**src/rtl/cpu_mem_pkg.sv**
```systemverilog
// Shared types for the instruction/data memory arbiter: FSM state encoding,
// grant identifiers and the RISC-V NOP returned on instruction fetch timeouts.
package cpu_mem_pkg;

    typedef enum logic [1:0] {
        IDLE   = 2'd0,
        BUSY_I = 2'd1,
        BUSY_D = 2'd2
    } arb_state_t;

    typedef enum logic {
        GNT_I = 1'b0,
        GNT_D = 1'b1
    } grant_t;

    localparam logic [31:0] RV_NOP = 32'h00000013;

endpackage

```
**src/rtl/mem_arb_watchdog.sv**
```systemverilog
// Busy-cycle counter for the arbiter; expired flags the terminal count so a
// memory that never answers cannot stall the core. TIMEOUT_CYCLES=0 disables it.
module mem_arb_watchdog #(
    parameter int TIMEOUT_CYCLES = 255
) (
    input  logic clock,
    input  logic reset,
    input  logic clear,
    input  logic enable,
    output logic expired
);

    localparam int CW = (TIMEOUT_CYCLES > 2) ? $clog2(TIMEOUT_CYCLES) : 1;
    localparam logic [CW-1:0] TERM = (TIMEOUT_CYCLES > 0) ? CW'(TIMEOUT_CYCLES - 1) : '0;

    logic [CW-1:0] count;

    // Hold at the terminal count; the arbiter leaves BUSY that same cycle anyway.
    always_ff @(posedge clock or posedge reset) begin
        if (reset) begin
            count <= '0;
        end else if (clear) begin
            count <= '0;
        end else if (enable && !expired) begin
            count <= count + CW'(1);
        end
    end

    assign expired = (TIMEOUT_CYCLES != 0) && (count == TERM);

endmodule

```
**src/rtl/mem_arbiter.sv**
```systemverilog
// Round-robin arbiter sharing one single-port memory between instruction fetch
// (read-only) and load/store. One transaction in flight; responses go to the owner.
module mem_arbiter
    import cpu_mem_pkg::*;
#(
    parameter int TIMEOUT_CYCLES = 255
) (
    input  logic        clock,
    input  logic        reset,
    input  logic [31:0] i_addr,
    input  logic        i_valid,
    output logic        i_ready,
    output logic [31:0] i_rdata,
    output logic        i_err,
    input  logic [31:0] d_addr,
    input  logic [31:0] d_wdata,
    input  logic [3:0]  d_wstrb,
    input  logic        d_we,
    input  logic        d_valid,
    output logic        d_ready,
    output logic [31:0] d_rdata,
    output logic        d_err,
    output logic [31:0] mem_addr,
    output logic [31:0] mem_wdata,
    output logic [3:0]  mem_wstrb,
    output logic        mem_we,
    output logic        mem_valid,
    input  logic [31:0] mem_rdata,
    input  logic        mem_ready
);

    arb_state_t state;
    grant_t     last_grant;
    logic       expired;
    logic       done;
    logic       grant_i;

    mem_arb_watchdog #(.TIMEOUT_CYCLES(TIMEOUT_CYCLES)) u_watchdog (
        .clock   (clock),
        .reset   (reset),
        .clear   (state == IDLE),
        .enable  ((state != IDLE) && !mem_ready),
        .expired (expired)
    );

    // A completing mem_ready beats a simultaneous watchdog expiry.
    assign done    = mem_ready || expired;
    assign grant_i = i_valid && (!d_valid || (last_grant == GNT_D));

    always_ff @(posedge clock or posedge reset) begin
        if (reset) begin
            state      <= IDLE;
            last_grant <= GNT_D;
            mem_addr   <= '0;
            mem_wdata  <= '0;
            mem_wstrb  <= '0;
            mem_we     <= 1'b0;
            mem_valid  <= 1'b0;
        end else begin
            case (state)
                IDLE: begin
                    if (grant_i) begin
                        state     <= BUSY_I;
                        mem_addr  <= i_addr;
                        mem_wdata <= '0;
                        mem_wstrb <= 4'b0000;
                        mem_we    <= 1'b0;
                        mem_valid <= 1'b1;
                    end else if (d_valid) begin
                        state     <= BUSY_D;
                        mem_addr  <= d_addr;
                        mem_wdata <= d_wdata;
                        mem_wstrb <= d_we ? d_wstrb : 4'b0000;
                        mem_we    <= d_we;
                        mem_valid <= 1'b1;
                    end
                end
                BUSY_I: begin
                    if (done) begin
                        state      <= IDLE;
                        last_grant <= GNT_I;
                        mem_valid  <= 1'b0;
                    end
                end
                BUSY_D: begin
                    if (done) begin
                        state      <= IDLE;
                        last_grant <= GNT_D;
                        mem_valid  <= 1'b0;
                    end
                end
                default: begin
                    state     <= IDLE;
                    mem_valid <= 1'b0;
                end
            endcase
        end
    end

    assign i_ready = (state == BUSY_I) && done;
    assign i_err   = (state == BUSY_I) && !mem_ready && expired;
    assign i_rdata = ((state == BUSY_I) && mem_ready) ? mem_rdata : RV_NOP;

    assign d_ready = (state == BUSY_D) && done;
    assign d_err   = (state == BUSY_D) && !mem_ready && expired;
    assign d_rdata = ((state == BUSY_D) && mem_ready) ? mem_rdata : 32'h0;

endmodule

```
**config.mk**
```make
export PLATFORM = sky130hd
export DESIGN_NAME = mem_arbiter
export DESIGN_NICKNAME = d
export VERILOG_FILES = /design/src/rtl/cpu_mem_pkg.sv /design/src/rtl/mem_arb_watchdog.sv /design/src/rtl/mem_arbiter.sv
export SDC_FILE = /design/constraint.sdc
export NUM_CORES = 1
export LEC_CHECK = 0
export ABC_AREA = 1
export BUFFER_PORTS_ARGS = -buffer_cell sky130_fd_sc_hd__buf_2
export CORE_MARGIN = 10
export CORE_UTILIZATION = 40
export DETAILED_ROUTE_END_ITERATION = 12
export MAX_ROUTING_LAYER = met4
export PLACE_DENSITY_LB_ADDON = 0.08
export SLEW_MARGIN = 20
export SYNTH_ARGS = -nofsm -noshare
export SYNTH_HDL_FRONTEND = slang
export SYNTH_HIERARCHICAL = 1
export SYNTH_SLANG_ARGS = --single-unit
```
**constraint.sdc**
```tcl
create_clock -name clock -period 3.9 [get_ports clock]
set_input_delay 0.195 -clock clock [delete_from_list [all_inputs] [get_ports clock]]
set_output_delay 0.195 -clock clock [all_outputs]
set_load 0.01 [all_outputs]
```
Word level (Yosys, flattened, before mapping) --
Index checks and enable logic that the tools add are counted.
Word-level totals: register bits 81, bits of input ports 138
Cells by class: add/subtract/negate cells 1, equality and inequality tests 7, multiplexer cells 23, reduce and logical (&&, ||, !) cells 25
Operators by type and width (count):
- 2-to-1 mux 32 bit | 6
- 2-to-1 mux 8 bit | 2
- 2-to-1 mux 4 bit | 3
- logical AND 1 bit | 11
- adder 8 x 1 -> 8 bit (second input constant) | 1
- == test 8 bit (second input constant) | 1
- nonzero test 2 bit | 4
- 2-to-1 mux 1 bit | 6
- 2-to-1 mux 2 bit | 3
- inequality test 2 bit (second input constant) | 2
- one-hot mux 1 bit (2 select lines) | 2
- one-hot mux 2 bit (2 select lines) | 1
- AND reduction 2 bit | 2
- logical NOT 1 bit | 3
- inequality test 3 bit (second input constant) | 1
- AND reduction 3 bit | 1
- == test 2 x 1 -> 1 bit (second input constant) | 1
- == test 2 bit (second input constant) | 1
- logical NOT 2 bit | 1
- logical OR 1 bit | 2
- inequality test 2 x 1 -> 1 bit (second input constant) | 1
- OR reduction 2 bit | 1

Longest topological paths before layout --
depth in word-level cells 5, mapped depth 11

Cells and area by module --
The synthesis kept the hierarchy.
By module, submodules not included:
- mem_arbiter | instances 1, cells each 545, area an instance 3752.3 µm²
- mem_arb_watchdog | instances 1, cells each 72, area an instance 519.2 µm²

Worst setup path before layout --
Ideal clock, no wire load.
path kind flip-flop to output port, start register u_watchdog.count[0], end output port d_err, arrival 1.234 ns, data required time 3.705 ns, path slack 2.471 ns, cell stages (with the launch flop) 9, buffers on the path 0, cell sequence dfrtp_1 -> inv_1 -> ha_1 -> nand2_1 -> nor2_1 -> nand2_2 -> inv_2 -> inv_1 -> nor3_1
Between the ends: longest elaborated chain between the ends 2
Ends and longest elaborated chain:
- start: declaration | line mem_arb_watchdog.sv:16 | logic [CW-1:0] count;
- start signal: assignment | line mem_arb_watchdog.sv:25 | count <= count + CW'(1);
- == test 8 bit | line mem_arb_watchdog.sv:29 | assign expired = (TIMEOUT_CYCLES != 0) && (count == TERM);
- via expired | line mem_arbiter.sv:34 | logic expired;
- logical AND 1 bit | line mem_arbiter.sv:105 | assign d_err = (state == BUSY_D) && !mem_ready && expired;
- end: declaration | line mem_arbiter.sv:22 | output logic d_err,
The timed path passes the listed nets, and every way through them passes these cells.

Worst setup path in the final report --
start register last_grant, end register mem_we
Between the ends: longest elaborated chain between the ends 4
Ends and longest elaborated chain:
- start: declaration | line mem_arbiter.sv:33 | grant_t last_grant;
- start signal: assignment | line mem_arbiter.sv:53 | last_grant <= GNT_D;
- start signal: assignment | line mem_arbiter.sv:81 | last_grant <= GNT_I;
- start signal: assignment | line mem_arbiter.sv:88 | last_grant <= GNT_D;
- logical OR 1 bit * | line mem_arbiter.sv:48 | assign grant_i = i_valid && (!d_valid || (last_grant == GNT_D));
- logical AND 1 bit * | line mem_arbiter.sv:48
- nonzero test 2 bit (no source line)
- AND reduction 2 bit (no source line)
- end signal: assignment | line mem_arbiter.sv:74 | mem_we <= d_we;
- end: declaration | line mem_arbiter.sv:26 | output logic mem_we,
Every way passes the cells marked *; elsewhere a longest branch is shown, timed or not. A chain may end at the register's enable or synchronous reset.

==> summary.txt <==
Placement
  • Area after DPL: 5690 um^2
  • Final HPWL DP: 12.2 mm
  • Port Buffers: 275
  • DP Worst Slack: 1.31 ns
  • RePlAce Congestion: 0.870

STA
  • Setup ws final: 1.34 ns
  • Setup violators final: 0
  • RSZ-0062 raised after global routing: no
  • Total negative slack: 0 ns
  • Final Hold Viols: 0
  • Worst Max-Slew Pin Slew: 0.984 ns
  • Final Cycle Share: 0.656
  • Hold Slack: 0.0345 ns
  • Worst slew margin: 0.342
  • Fmax: 391 MHz
  • Fin. max-slew vios: 0
  • Clk_skew: 0.00826 ns
  • Min Tclk post-route: 2.56 ns

Drt
  • Via count: 4729
  • Routed Antenna Nets: 0
  • Remaining DRCs: 0
  • Wire length per cell: 15.0 um
  • TritonRoute pass-1 iters: 5
  • Detailed Route WL: 15.3 mm
  • Vias/cell: 4.64
  • Number of DRC markers in iteration 0: 288

Synth
  • Ranking of synthesized cells by area: dfrtp_1 47%, nand2_1 27%, nor2_1 6.5%, nand3_1 5.2%, inv_1 4.5%
  • Synthesis-stage register bit count: 81
  • Synth top area share: 0.469
  • Library cells used by synthesis: 25
  • Synth Flop Type: dfrtp_1
  • EDFF count, synth: 0
  • Syn Std Cell Area: 4270 um^2
  • Async set or reset register ratio after synthesis: 1.00
  • Yosys warns: 6
  • Commonest cells post-synth: 304 x nand2_1, 80 x dfrtp_1, 74 x nor2_1, 51 x inv_1, 44 x nand3_1
  • Synth Area per Inst: 6.92 um^2
  • Syn Inst Count: 617
  • Post-synthesis sequential area ratio: 0.475
  • Top-count cell post-synth: nand2_1
  • Yosys top cell by area: dfrtp_1
  • Mapped Nets: 760

Clock network
  • # H-tree levels: 3
  • Root Driver: clkbuf_8
  • Setup Buffers After CTS: 0
  • CTS tree: yes
  • CTS Buffer Depth: 2
  • # hold bufs at CTS: 1
  • CTS resizes: 0
  • Clk_lat worst skew: 0.35 ns
  • CTS clk-pin slew, worst paths: 0.09 ns
  • Num CTS Buffers: 9
  • Number of clock sinks: 81

Floorplanning
  • Core Area: 10400 um^2
  • # rows: 37
  • Ports: 276
  • Die width: 123 um
  • Chip height: 123 um
  • Initial Util: 0.412
  • Die Area: 15200 um^2

Global routing
  • Grt ovf: 0
  • First-pass GRT wire length: 22.9 mm
  • Total track usage: 0.191
  • Number of global-route vias before repair: 4563
  • Largest net degree at the start of global routing: 50
  • Antenna violations before repair: 0

Worst setup path
  • Arr. time, crit path: 2.78 ns
  • Worst setup EP type: flop
  • Critical path required time: 4.12 ns
  • Critical Path Source Type: flop
  • Setup CP Type: flop to flop
  • CP Max Fanout: 49

Power
  • Maximum vdd drop: 0.327 mV
  • P per Cell Area: 634 nW/um^2
  • Lkg Pwr: 3.89 nW

Final layout
  • Inserted Diodes: 0
  • Final #Nets: 1021
  • Post-route cell area: 5930 um^2
  • Area added between synthesis and finish: 38.9%
  • Share of layout cells above drive strength 1: 0.352

Run
  • Max-Cap Viols: 0

Outcome
  • Status: complete, no violations

Min path
  • Worst Hold Class: input port to flop
-- final timing paths --
kind,cells past startpoint,startpoint,end,slack (ns)
max in group asynchronous,4,reset,last_grant,2.54
worst max register to register,8,last_grant,mem_we,1.34
min in group asynchronous,3,reset,u_watchdog/count[6],0.37
worst min register to register,2,mem_wdata[11],mem_wdata[11],0.48
worst min-delay path,3,d_wdata[27],mem_wdata[27],0.03
worst max-delay path,8,last_grant,mem_we,1.34
-- critical path, cell delays in order, from the launching register on --
cell and delay [ns]:
dfstp_2 0.52, inv_1 0.05, nand2_2 0.45, nand2_4 0.39
nand2_1 0.18, nand2_2 0.24, buf_4 0.39, nand2_1 0.11
o21ai_0 0.08
-- routing by layer --
metal / GRT usage / share of wire
met2: 0.312 / 0.49
met1: 0.240 / 0.42
met3: 0.0346 / 0.076
met5: - / 0
met4: 0.0502 / 0.013
-- where the power goes --
part           leakage (nW)  internal (mW)  switching (mW)
clock network         0.117          0.373           0.326
logic                  2.73          0.593            1.08
registers              1.05           1.19           0.198
-- logic make-up (layout without fill, tap and decap cells) --
family,after synthesis,in the layout,synth area share
fa+ha+maj,5,5,0.0146
buf+inv,83,349,0.0838
simple gates,438,438,0.411
flops,81,81,0.475
xor+xnor,3,3,0.00615
compound gates,7,7,0.00937
-- registers in the layout, indices dropped and copies added, names as in the netlist --
name              count
mem_we                1
u_watchdog/count      8
last_grant            1
mem_wstrb             4
mem_wdata            32
mem_valid             1
state                 2
mem_addr             32
-- stage by stage --
step | cells | util | power (mW)
after detailed placement | 1002 | 0.549 | 3.10
after floorplan | 617 | - | 2.39
after global routing | 1019 | 0.572 | 4.07
after global placement | 1002 | 0.549 | 3.07
after CTS | 1019 | 0.572 | 3.82
final | 1019 | 0.572 | 3.76
-- layout make-up --
| class | instances | area (um^2) |
|---|---|---|
| Clock buffer | 9 | 124 |
| Fill cell | 1030 | 4440 |
| Clock inverter | 7 | 106 |
| Timing Repair Buffer | 279 | 1410 |
| Multi-Input combinational cell | 453 | 1890 |
| Tap cell | 136 | 170 |
| Sequential cell | 81 | 2030 |
| Inverter | 54 | 209 |
-- placed cells by master (no fill, tap or decap), drive strengths merged --
master,count
nand2,313
buf,278
dfrtp,80
nor2,76
inv,56
nand3,44
clkbuf,9
ha,5
nand4,3
xor2,3
a21oi,3
o21ai,3
clkinv,3
nor3,2
bufinv,2
o22ai,1
dlygate4sd3,1
dfstp,1
Note: power is estimated with default switching activity, not from simulation.
